`src/rtl/uart_rx_cfg.sv`:
```
// Parameterised UART receiver: 2-flop synchronizer, mid-bit 2-of-3 majority sampling,
// optional parity, and a single-entry holding register with valid/ready handshake.
module uart_rx_cfg #(
  parameter int WCNT      = 200,
  parameter int DATA_BITS = 8,
  parameter int PARITY    = 0
) (
  input  logic                 clk,
  input  logic                 i_rst_n,
  input  logic                 i_rxd,
  output logic [DATA_BITS-1:0] o_data,
  output logic                 o_valid,
  input  logic                 i_ready,
  output logic                 o_frame_err,
  output logic                 o_parity_err,
  output logic                 o_overrun,
  output logic                 o_busy
);

  localparam int          H        = WCNT / 2;
  localparam logic [11:0] CNT_LAST = 12'(WCNT - 1);
  localparam logic [11:0] CNT_S0   = 12'(H - 1);
  localparam logic [11:0] CNT_S1   = 12'(H);
  localparam logic [11:0] CNT_S2   = 12'(H + 1);
  localparam logic [2:0]  BIT_LAST = 3'(DATA_BITS - 1);
  localparam logic        ODD      = (PARITY == 2);

  typedef enum logic [2:0] {S_IDLE, S_START, S_DATA, S_PAR, S_STOP} state_t;

  state_t               state_q, state_d;
  logic                 meta_q, rxs_q;
  logic [11:0]          cnt_q, cnt_d;
  logic [2:0]           bit_q, bit_d;
  logic [DATA_BITS-1:0] shreg_q, shreg_d;
  logic [1:0]           smp_q, smp_d;
  logic                 par_bad_q, par_bad_d;
  logic                 armed_q, armed_d;
  logic                 maj, frame_done, stop_bad;

  logic [DATA_BITS-1:0] data_q, data_d;
  logic                 valid_q, valid_d;
  logic                 ferr_q, ferr_d;
  logic                 perr_q, perr_d;
  logic                 ovr_q, ovr_d;
  logic                 accept;

  always_ff @(posedge clk or negedge i_rst_n) begin
    if (!i_rst_n) begin
      meta_q <= 1'b1;
      rxs_q  <= 1'b1;
    end else begin
      meta_q <= i_rxd;
      rxs_q  <= meta_q;
    end
  end

  assign maj = (smp_q[0] & smp_q[1]) | (smp_q[0] & rxs_q) | (smp_q[1] & rxs_q);

  // armed_q blocks a held-low line (break) from re-triggering until it has idled high.
  always_comb begin
    state_d    = state_q;
    cnt_d      = (cnt_q == CNT_LAST) ? 12'd0 : cnt_q + 12'd1;
    bit_d      = bit_q;
    shreg_d    = shreg_q;
    smp_d      = smp_q;
    par_bad_d  = par_bad_q;
    armed_d    = armed_q;
    frame_done = 1'b0;
    stop_bad   = 1'b0;
    if (state_q != S_IDLE) begin
      if (cnt_q == CNT_S0) smp_d[0] = rxs_q;
      if (cnt_q == CNT_S1) smp_d[1] = rxs_q;
    end
    case (state_q)
      S_IDLE: begin
        cnt_d = 12'd0;
        if (rxs_q) begin
          armed_d = 1'b1;
        end else if (armed_q) begin
          state_d   = S_START;
          armed_d   = 1'b0;
          bit_d     = 3'd0;
          par_bad_d = 1'b0;
        end
      end
      S_START: begin
        if (cnt_q == CNT_S2 && maj) begin
          state_d = S_IDLE;
          cnt_d   = 12'd0;
        end else if (cnt_q == CNT_LAST) begin
          state_d = S_DATA;
          bit_d   = 3'd0;
        end
      end
      S_DATA: begin
        if (cnt_q == CNT_S2) shreg_d = {maj, shreg_q[DATA_BITS-1:1]};
        if (cnt_q == CNT_LAST) begin
          if (bit_q == BIT_LAST) state_d = (PARITY != 0) ? S_PAR : S_STOP;
          else                   bit_d   = bit_q + 3'd1;
        end
      end
      S_PAR: begin
        if (cnt_q == CNT_S2) par_bad_d = (^shreg_q) ^ ODD ^ maj;
        if (cnt_q == CNT_LAST) state_d = S_STOP;
      end
      S_STOP: begin
        if (cnt_q == CNT_S2) begin
          frame_done = 1'b1;
          stop_bad   = ~maj;
          state_d    = S_IDLE;
          cnt_d      = 12'd0;
        end
      end
      default: begin
        state_d = S_IDLE;
        cnt_d   = 12'd0;
      end
    endcase
  end

  always_ff @(posedge clk or negedge i_rst_n) begin
    if (!i_rst_n) begin
      state_q   <= S_IDLE;
      cnt_q     <= 12'd0;
      bit_q     <= 3'd0;
      shreg_q   <= '0;
      smp_q     <= 2'b11;
      par_bad_q <= 1'b0;
      armed_q   <= 1'b1;
    end else begin
      state_q   <= state_d;
      cnt_q     <= cnt_d;
      bit_q     <= bit_d;
      shreg_q   <= shreg_d;
      smp_q     <= smp_d;
      par_bad_q <= par_bad_d;
      armed_q   <= armed_d;
    end
  end

  // A frame arriving while the register is full and not being consumed is dropped.
  always_comb begin
    accept  = valid_q & i_ready;
    valid_d = valid_q;
    data_d  = data_q;
    ferr_d  = ferr_q;
    perr_d  = perr_q;
    ovr_d   = ovr_q;
    if (frame_done) begin
      if (!valid_q || i_ready) begin
        valid_d = 1'b1;
        data_d  = shreg_q;
        ferr_d  = stop_bad;
        perr_d  = par_bad_q;
        if (accept) ovr_d = 1'b0;
      end else begin
        ovr_d = 1'b1;
      end
    end else if (accept) begin
      valid_d = 1'b0;
      ferr_d  = 1'b0;
      perr_d  = 1'b0;
      ovr_d   = 1'b0;
    end
  end

  always_ff @(posedge clk or negedge i_rst_n) begin
    if (!i_rst_n) begin
      data_q  <= '0;
      valid_q <= 1'b0;
      ferr_q  <= 1'b0;
      perr_q  <= 1'b0;
      ovr_q   <= 1'b0;
    end else begin
      data_q  <= data_d;
      valid_q <= valid_d;
      ferr_q  <= ferr_d;
      perr_q  <= perr_d;
      ovr_q   <= ovr_d;
    end
  end

  assign o_data       = data_q;
  assign o_valid      = valid_q;
  assign o_frame_err  = ferr_q;
  assign o_parity_err = perr_q;
  assign o_overrun    = ovr_q;
  assign o_busy       = (state_q != S_IDLE);

endmodule

```
`config.mk`:
```
export PLATFORM = sky130hd
export DESIGN_NAME = uart_rx_cfg
export DESIGN_NICKNAME = d
export VERILOG_FILES = /design/src/rtl/uart_rx_cfg.sv
export SDC_FILE = /design/constraint.sdc
export NUM_CORES = 1
export LEC_CHECK = 0
export CAP_MARGIN = 25
export CORE_ASPECT_RATIO = 2
export CORE_MARGIN = 2
export CORE_UTILIZATION = 35
export CTS_BUF_LIST = sky130_fd_sc_hd__clkbuf_8
export DETAILED_ROUTE_END_ITERATION = 10
export HOLD_SLACK_MARGIN = 0.02
export PLACE_DENSITY_LB_ADDON = 0.3
export SYNTH_ARGS = -nofsm -noshare
export SYNTH_HDL_FRONTEND = slang
export SYNTH_SLANG_ARGS = --single-unit
```
`constraint.sdc`:
```
create_clock -name clk -period 3.6 [get_ports clk]
set_clock_uncertainty 0.2 [all_clocks]
set_input_delay 0.72 -clock clk [delete_from_list [all_inputs] [get_ports clk]]
set_output_delay 0.72 -clock clk [all_outputs]
set_load 0.02 [all_outputs]
```
==> results of run 1 <==
-- placed cells by master, fill, tap and decap left out, types with 2 or more instances in the layout --
cell,n
nand2_1,8
nor2_1,18
inv_1,5
and3_1,3
mux2i_1,3
nor3b_1,2
o21ai_0,7
nand2b_1,3
xnor2_1,16
dfrtp_1,39
ha_1,5
clkbuf_8,6
a32oi_1,2
or3_1,3
a21oi_1,3
a21o_1,2
xor2_1,4
clkdlybuf4s50_1,15
nor3_1,7
nor3_4,2
nand3_1,9
dfstp_2,5
and2_1,3
mux2_2,22
-- layer usage --
layer,GRT usage [%],part of all wire [%]
met5,0,0
met4,7.56,3.2
met3,2.79,2.4
met2,24.0,57
met1,15.2,38
-- registers in the layout (all words and copies together), names as in the netlist --
register,count
cnt_q,12
o_data,8
shreg_q,8
bit_q,3
state_q,3
smp_q,2
armed_q,1
meta_q,1
o_frame_err,1
o_overrun,1
o_parity_err,1
o_valid,1
par_bad_q,1
rxs_q,1
-- worst max-delay path: stages (launching register included) --
cell and delay, ns:
dfrtp_1 0.53, or3_1 0.42, clkdlybuf4s50_1 0.56
-- worst paths after layout --
| check | startpoint | end | slack (ns) | cells after the start |
|---|---|---|---|---|
| min in group clk | meta_q$_DFF_PN1_ | rxs_q$_DFF_PN1_ | 0.16 | 0 |
| max in group asynchronous | i_rst_n | armed_q$_DFFE_PN1P_ | 2.64 | 2 |
| max reg2reg | cnt_q[0]$_DFF_PN0_ | state_q[1]$_DFFE_PN0P_ | 1.37 | 6 |
| min reg2reg | meta_q$_DFF_PN1_ | rxs_q$_DFF_PN1_ | 0.16 | 0 |
| min | i_rst_n | cnt_q[0]$_DFF_PN0_ | 0.05 | 1 |
| max | state_q[0]$_DFFE_PN0P_ | o_busy | 0.87 | 2 |
-- final cells by class --
| cell class | instances | area share (%) |
|---|---|---|
| Clock buffer | 6 | 3.25 |
| Clock inverter | 2 | 1.53 |
| Inverter | 5 | 0.738 |
| Multi-Input combinational cell | 136 | 40.9 |
| Sequential cell | 44 | 43.6 |
| Tap cell | 63 | 3.10 |
| Timing Repair Buffer | 17 | 6.89 |
-- cells in the mapped netlist (3+ instances only) --
| library cell | instances | area [sq um] |
|---|---|---|
| nand2_1 | 8 | 30.0 |
| o21ai_0 | 7 | 35.0 |
| nor3_1 | 7 | 35.0 |
| dfstp_2 | 5 | 131 |
| mux2_2 | 22 | 248 |
| or3_1 | 3 | 18.8 |
| inv_1 | 5 | 18.8 |
| mux2i_1 | 3 | 30.0 |
| and2_1 | 3 | 18.8 |
| nand2b_1 | 3 | 18.8 |
| ha_1 | 5 | 62.6 |
| nor2_1 | 18 | 67.6 |
| and3_1 | 3 | 18.8 |
| xor2_1 | 4 | 35.0 |
| clkbuf_1 | 3 | 11.3 |
| a21oi_1 | 3 | 15.0 |
| dfrtp_1 | 39 | 976 |
| nand3_1 | 9 | 45.0 |
| xnor2_1 | 16 | 140 |
-- per-stage QoR --
| stage | area, sq um | util [%] |
|---|---|---|
| 2_1_floorplan | 2190 | - |
| 3_3_place_gp | 2400 | 40.0 |
| 3_5_place_dp | 2400 | 40.0 |
| 4_1_cts | 2520 | 42.0 |
| 5_1_grt | 2540 | 42.3 |
| 6_report | 2540 | 42.3 |
-- cell families after synthesis --
group	share of synthesized area, %
and+or+nand+nor	17.8
DFF	50.5
xor gates and xnor gates	8.00
muxes	12.7
AOI/OAI and AO/OA	5.77
buffers and inverters	1.94
adders and majority gates	3.31
-- power by group through the flow --
stage | Combinational [W] | Clock, W | Sequential (W)
floorplan | 0.000161 | 0 | 0.000595
global placement | 0.000182 | 0 | 0.000620
detailed placement | 0.000185 | 0 | 0.000621
CTS | 0.000188 | 0.000416 | 0.000611
global route | 0.000211 | 0.000435 | 0.000621
finish | 0.000186 | 0.000399 | 0.000611
==> flow_summary.toml, run 1 <==
[clock_network]
cts_inserted_buffers = 5
clkLatencyLatePin_ns = 0.30
cts_root_buffer = "clkbuf_8"
clk_pin_slew_ns = 0.08
ctsResizeCount = 0
cts_htree_levels = 2
cts_setup_buffers = 0
ctsHoldBuffers = 0
clockBufferDepth = 2
clock_sinks = 44
cts_tree = "yes"

[floorplan]
die_area_sq_um = 6950
start_util_pct = 36.5
num_rows = 40
core_area_sq_um = 6010
io-pin-count = 17
die_width_um = 59.9
fp.dieH_um = 116

[sta]
tightest_slew_ns = 0.717
max_freq_ghz = 0.366
fin_crit_sh_pct = 75.8
rsz0062_at_grt = "false"
slew-limit-headroom_pct = 51.7
fin_crit_ns = 2.73
setup_slack_ns = 0.870
slew_viol_final = 0
setup_violations = 0
hold_slack_ns = 0.0459
fin_tns_setup_ns = 0
finalHoldViolCount = 0

[placed_design]
port_buffers = 16
dp_slack_ns = 1.15
place_hpwl_mm = 3.12
globalplace.congestion = 0.859
dp_cells = 264

[setup_path]
critPathKind = "reg2out"
path_max_fanout = 12
critPathArrivalTime_ns = 1.81
startpoint_type = "flip-flop"
cp.required_ns = 2.68
endpoint_kind = "output port"

[detailed_routing]
antenna_violating_nets_post_route = 0
vias_per_cell = 5.38
wl_per_cell_um = 15.1
vias = 1470
firstDrtPassIters = 5
drt_wl_total_mm = 4.11
drc = 0
drt-initial-drc-count = 53

[hold_path]
worstHoldPathType = "in2async"

[synthesis]
ys_seq_area_share_pct = 50.5
async_flop_share_pct = 100
syn-num-nets = 199
synth_cell_types = 39
syn_inst = 190
ys_warn_count = 0
synth-edff-count = 0
synth_area_per_cell_sq_um = 11.5
ys_ff_latch = 44
synth_flop_cell = "dfrtp_1"
netlist_area_sq_um = 2190

[status]
status = "finished, final reports clean"

[pwr]
p_sw_share_pct = 28.0
p_per_area_nw_per_um2 = 470
p_int_w = 0.000861
p_leak_nw = 1.12
comb_power_share_pct = 15.5
pwr-share-seq_pct = 51.1
finalPower_w = 0.00120
vdd_ir_drop_max_uv = 222
p_clk_share_pct = 33.4
p_switching_w = 0.000335

[final_layout]
fin_nets = 218
area.sequential_sq_um = 1110
antenna_cells = 0
layout-drive-gt1-share_pct = 21.0
final_cells = 273
area_growth_pct = 16.0
nFillCells = 572
multiInputGateArea_sq_um = 1040

[global_routing]
grt_overflow = 0
grt_pass1_vias = 1466
grt_pass1_wl_mm = 7.05
grt.total_usage_pct = 13.8
grt_max_degree = 45
antenna_found_initial = 0

[flow_run]
maxCapViolations = 0
No activity file was read; power rests on OpenSTA's default activity.
==> inputs of run 2 (changes only) <==
clock period = 2.6 ns   (was 3.6 ns; I/O delays follow)
==> run 2 against run 1 <==
Critical path depth did not move. Core utilization barely moved. Worst hold slack improved by 0.038 ns. Die area did not move. Via count fell by 1.6%. Global-route usage fell by 0.056 points. Final cell count rose by 1.1%. Sequential share of layout area barely moved. Critical path type unchanged. Highest routed layer unchanged.
==> flow_summary.toml, run 2 (synthesized netlist as in run 1, its figures left out) <==
[clock_network]
cts_htree_levels = 2
clockBufferDepth = 2
cts_inserted_buffers = 5
clock_sinks = 44
clkLatencyLatePin_ns = 0.30
cts_tree = "yes"
ctsHoldBuffers = 0
clk_pin_slew_ns = 0.08
cts_root_buffer = "clkbuf_8"

[sta]
setup_slack_ns = 0.396
fin_crit_sh_pct = 84.8
fin_tns_setup_ns = 0
tightest_slew_ns = 0.710
rsz0062_at_grt = "false"
finalHoldViolCount = 0
max_freq_ghz = 0.454
fin_crit_ns = 2.20
slew_viol_final = 0
slew-limit-headroom_pct = 52.2
setup_violations = 0

[setup_path]
reg2reg_from = "cnt_q[11]$_DFF_PN0_"
path_cells = "or3_1 -> dlymetal6s2s_1"
startpoint_type = "flip-flop"
path_depth = 2
crit_end = "o_busy"
critical_path.max_stage_delay_ns = 0.47
r2r_end = "o_data[1]$_DFFE_PN0P_"
worstSetupStartpoint = "state_q[2]$_DFFE_PN0P_"
path_buf_inv = 1
path_max_fanout = 9
crit_slowest_cell = "dfrtp_1"
path_delay_family = "flip-flops"
cp.required_ns = 1.88
critPathKind = "reg2out"
critPathArrivalTime_ns = 1.48
endpoint_kind = "output port"
reg2reg_setup_slack_ns = 0.42
r2r_cells = 4

[final_layout]
area_growth_pct = 16.0
final_cell_mix = "dfrtp_1, mux2_2, nor2_1"
fin_nets = 221
layout-drive-gt1-share_pct = 21.6
antenna_cells = 0
final_common_cell = "dfrtp_1"
largest_reg_flops = 12
top_register = "cnt_q"

[global_routing]
grt_overflow = 0
grt_pass1_wl_mm = 6.96
antenna_found_initial = 0
grt_max_degree = 45
grt_pass1_vias = 1435
grt.total_usage_pct = 13.8

[placed_design]
globalplace.congestion = 0.776
port_buffers = 16
dp_slack_ns = 0.356
place_hpwl_mm = 2.99

[flow_run]
maxCapViolations = 0

[hold_path]
worstHoldPathType = "in2async"

[detailed_routing]
drt_wl_total_mm = 4.12
drc = 0
drt-initial-drc-count = 55
antenna_violating_nets_post_route = 0
vias = 1446
firstDrtPassIters = 5
wl_per_cell_um = 14.9
vias_per_cell = 5.24

[pwr]
vdd_ir_drop_max_uv = 290
p_per_area_nw_per_um2 = 643
p_leak_nw = 1.13

[floorplan]
io-pin-count = 17
die_area_sq_um = 6950
fp.dieH_um = 116
start_util_pct = 36.5
num_rows = 40
die_width_um = 59.9
core_area_sq_um = 6010

[status]
status = "finished, final reports clean"
## run 2: worst register-to-register path, delay by kind of cell (launching register included)
family	cells	cell delay, ns
mux	1	0.39
simple gates	3	1.05
flops	1	0.44
## run 2: layout make-up
class / count / area [sq um]
clock buffers: 5 / 68.8
clock inverters: 3 / 38.8
fillers: 594 / 3460
inverters: 5 / 18.8
multi-input cells: 136 / 1040
flip-flops and latches: 44 / 1110
well taps: 63 / 78.8
repair buffers: 20 / 188
## run 2: how the worst min path moves through the flow
stage	startpoint	end	slack [ns]	depth (start not counted)
finish	i_rst_n	cnt_q[1]$_DFF_PN0_	0.08	2
global route	i_rst_n	cnt_q[3]$_DFF_PN0_	0.14	2
CTS	i_rst_n	o_parity_err$_DFFE_PN0P_	0.10	2
detailed placement	meta_q$_DFF_PN1_	rxs_q$_DFF_PN1_	0.15	0
global placement	meta_q$_DFF_PN1_	rxs_q$_DFF_PN1_	0.15	0
floorplan	i_rst_n	bit_q[0]$_DFFE_PN0P_	0.02	0
## run 2: metal layers
metal	wire [um]	global-route usage [%]	share of wire [%]	vias to the layer above
li1	-	-	-	708
met1	1630	14.8	39	699
met2	2240	23.0	54	26
met3	105	3.46	2.5	13
met4	149	8.89	3.6	0
met5	0	0	0	-
## run 2: repair_timing
| action | in CTS | in global routing |
|---|---|---|
| endpoints found under the setup margin | 0 | 1 |
| gates resized for setup | 0 | 1 |
| setup buffers | 0 | 0 |
## run 2: stage by stage
stage / area [sq um] / std cells / hold slack, ns / util, % / power, W
CTS: 2540 / 276 / 0.102 / 42.3 / 0.00166
floorplan: 2190 / 190 / 0.0244 / - / 0.00105
detailed placement: 2430 / 268 / 0.147 / 40.5 / 0.00113
global placement: 2430 / 268 / 0.146 / 40.5 / 0.00113
finish: 2540 / 276 / 0.0838 / 42.3 / 0.00163
global route: 2540 / 276 / 0.140 / 42.3 / 0.00173
## run 2: power breakdown
group | switching (W) | total [W] | internal (W)
clock network | 0.000237 | 0.000519 | 0.000281
registers | 0.0000811 | 0.000836 | 0.000755
logic | 0.000147 | 0.000279 | 0.000132
total | 0.000465 | 0.00163 | 0.00117
==> inputs of run 3 (changes only) <==
clock period = 1.8 ns   (was 2.6 ns; I/O delays follow)
==> run 3 against run 2 <==
The run now ends with setup timing left. Cell area up 26%. First-iteration DRC count shrank 3.6%. Highest routed layer unchanged. Critical endpoint is now state_q[1]$_DFFE_PN0P_. Final cell count up 17%. Global-route usage up 2.5 points.
==> flow_summary.toml, run 3 (synthesized netlist as in run 1, its figures left out) <==
[final_layout]
finalInstanceArea_sq_um = 3200
fin_nets = 268
layout-drive-gt1-share_pct = 48.1
final_common_cell = "buf_4"
top_register = "cnt_q"
final_cells = 323
largest_reg_flops = 12
final_cell_mix = "buf_4, dfrtp_1, mux2_4"
area_growth_pct = 46.3
antenna_cells = 0

[global_routing]
antenna_found_initial = 0
grt_max_degree = 17
grt_pass1_vias = 1729
grt_overflow = 0
grt_pass1_wl_mm = 8.29
grt.total_usage_pct = 16.3

[sta]
setup_slack_ns = -0.192
rsz0062_at_grt = "true"
fin_crit_sh_pct = 111
finalHoldViolCount = 0
hold_slack_ns = 0.166
setup_violations = 28
slew-limit-headroom_pct = 73.1
fin_crit_ns = 1.99
fin_tns_setup_ns = -3.51
slew_viol_final = 0
max_freq_ghz = 0.502
tightest_slew_ns = 0.400

[detailed_routing]
drt-initial-drc-count = 53
drc = 0
drt_wl_total_mm = 4.99
firstDrtPassIters = 4
antenna_violating_nets_post_route = 0
wl_per_cell_um = 15.5
vias_per_cell = 5.10
vias = 1647

[floorplan]
die_width_um = 59.9
core_area_sq_um = 6010
fp.dieH_um = 116
start_util_pct = 36.5
die_area_sq_um = 6950
num_rows = 40
io-pin-count = 17

[clock_network]
cts_tree = "yes"
clock_sinks = 44
cts_root_buffer = "clkbuf_8"
clkLatencyLatePin_ns = 0.31
clockBufferDepth = 2
cts_htree_levels = 2
cts_inserted_buffers = 5
clk_pin_slew_ns = 0.08

[setup_path]
startpoint_type = "flip-flop"
path_max_fanout = 4
reg2reg_setup_slack_ns = -0.19
critPathKind = "reg2reg"
cp.required_ns = 1.84
critPathArrivalTime_ns = 2.03
endpoint_kind = "flip-flop"

[placed_design]
globalplace.congestion = 0.777
port_buffers = 16
dp_cells = 308
place_hpwl_mm = 3.66
placed_cell_area_sq_um = 2800

[flow_run]
maxCapViolations = 0

[status]
violations = "setup timing"
status = "complete, but fails checks"

[pwr]
p_per_area_nw_per_um2 = 869
vdd_ir_drop_max_uv = 423
finalPower_w = 0.00278
p_leak_nw = 1.46

[hold_path]
worstHoldPathType = "reg2reg"
-- run 3: final timing paths --
kind | startpoint | to | cells past startpoint
max in group asynchronous | i_rst_n | cnt_q[3]$_DFF_PN0_ | 3
max reg2reg | cnt_q[1]$_DFF_PN0_ | state_q[1]$_DFFE_PN0P_ | 6
max | cnt_q[1]$_DFF_PN0_ | state_q[1]$_DFFE_PN0P_ | 6
min reg2reg | meta_q$_DFF_PN1_ | rxs_q$_DFF_PN1_ | 0
min in group asynchronous | i_rst_n | cnt_q[5]$_DFF_PN0_ | 2
min | meta_q$_DFF_PN1_ | rxs_q$_DFF_PN1_ | 0
-- run 3: cell type report --
class                           count  area, sq um
Clock buffer                        6         82.6
Multi-Input combinational cell    136         1300
Inverter                            5         18.8
Sequential cell                    44         1110
Fill cell                         528         2800
Tap cell                           63         78.8
Clock inverter                      2         38.8
Timing Repair Buffer               67          574
-- run 3: metal layers --
layer  global-route usage, %  vias to the layer above  part of all wire, %
met5                       0                        -                    0
met4                    9.93                        0                  4.0
met3                    3.46                       12                  2.0
met2                    28.0                       20                   55
met1                    17.5                      814                   39
li1                        -                      801                    -
-- run 3: critical path, stage by stage, from the launching register on --
cell and delay [ns]:
dfrtp_1 0.41, ha_4 0.16, nand3_2 0.07, or3_4 0.35
or2_4 0.28, or3_1 0.30, a21oi_1 0.14
-- run 3: what timing repair did --
| action | 4_1_cts | 5_1_grt |
|---|---|---|
| hold buffers | 1 | 0 |
| setup buffers | 4 | 2 |
| setup endpoints to repair | 48 | 41 |
| resized for setup | 46 | 32 |
| pin swaps | 10 | 10 |
| hold endpoints to repair | 8 | 0 |
-- run 3: report_power, final --
group	internal (W)	switching [W]	leakage [nW]
logic	0.000404	0.000386	0.834
registers	0.00109	0.0000839	0.563
clock network	0.000454	0.000366	0.0614
total	0.00195	0.000836	1.46
-- run 3: through the flow --
stage / utilization (%) / worst slack, ns
6_report: 53.4 / -0.192
5_1_grt: 53.4 / -0.267
4_1_cts: 51.1 / -0.206
3_5_place_dp: 46.5 / -0.209
3_3_place_gp: 46.5 / -0.162
2_1_floorplan: - / -0.192
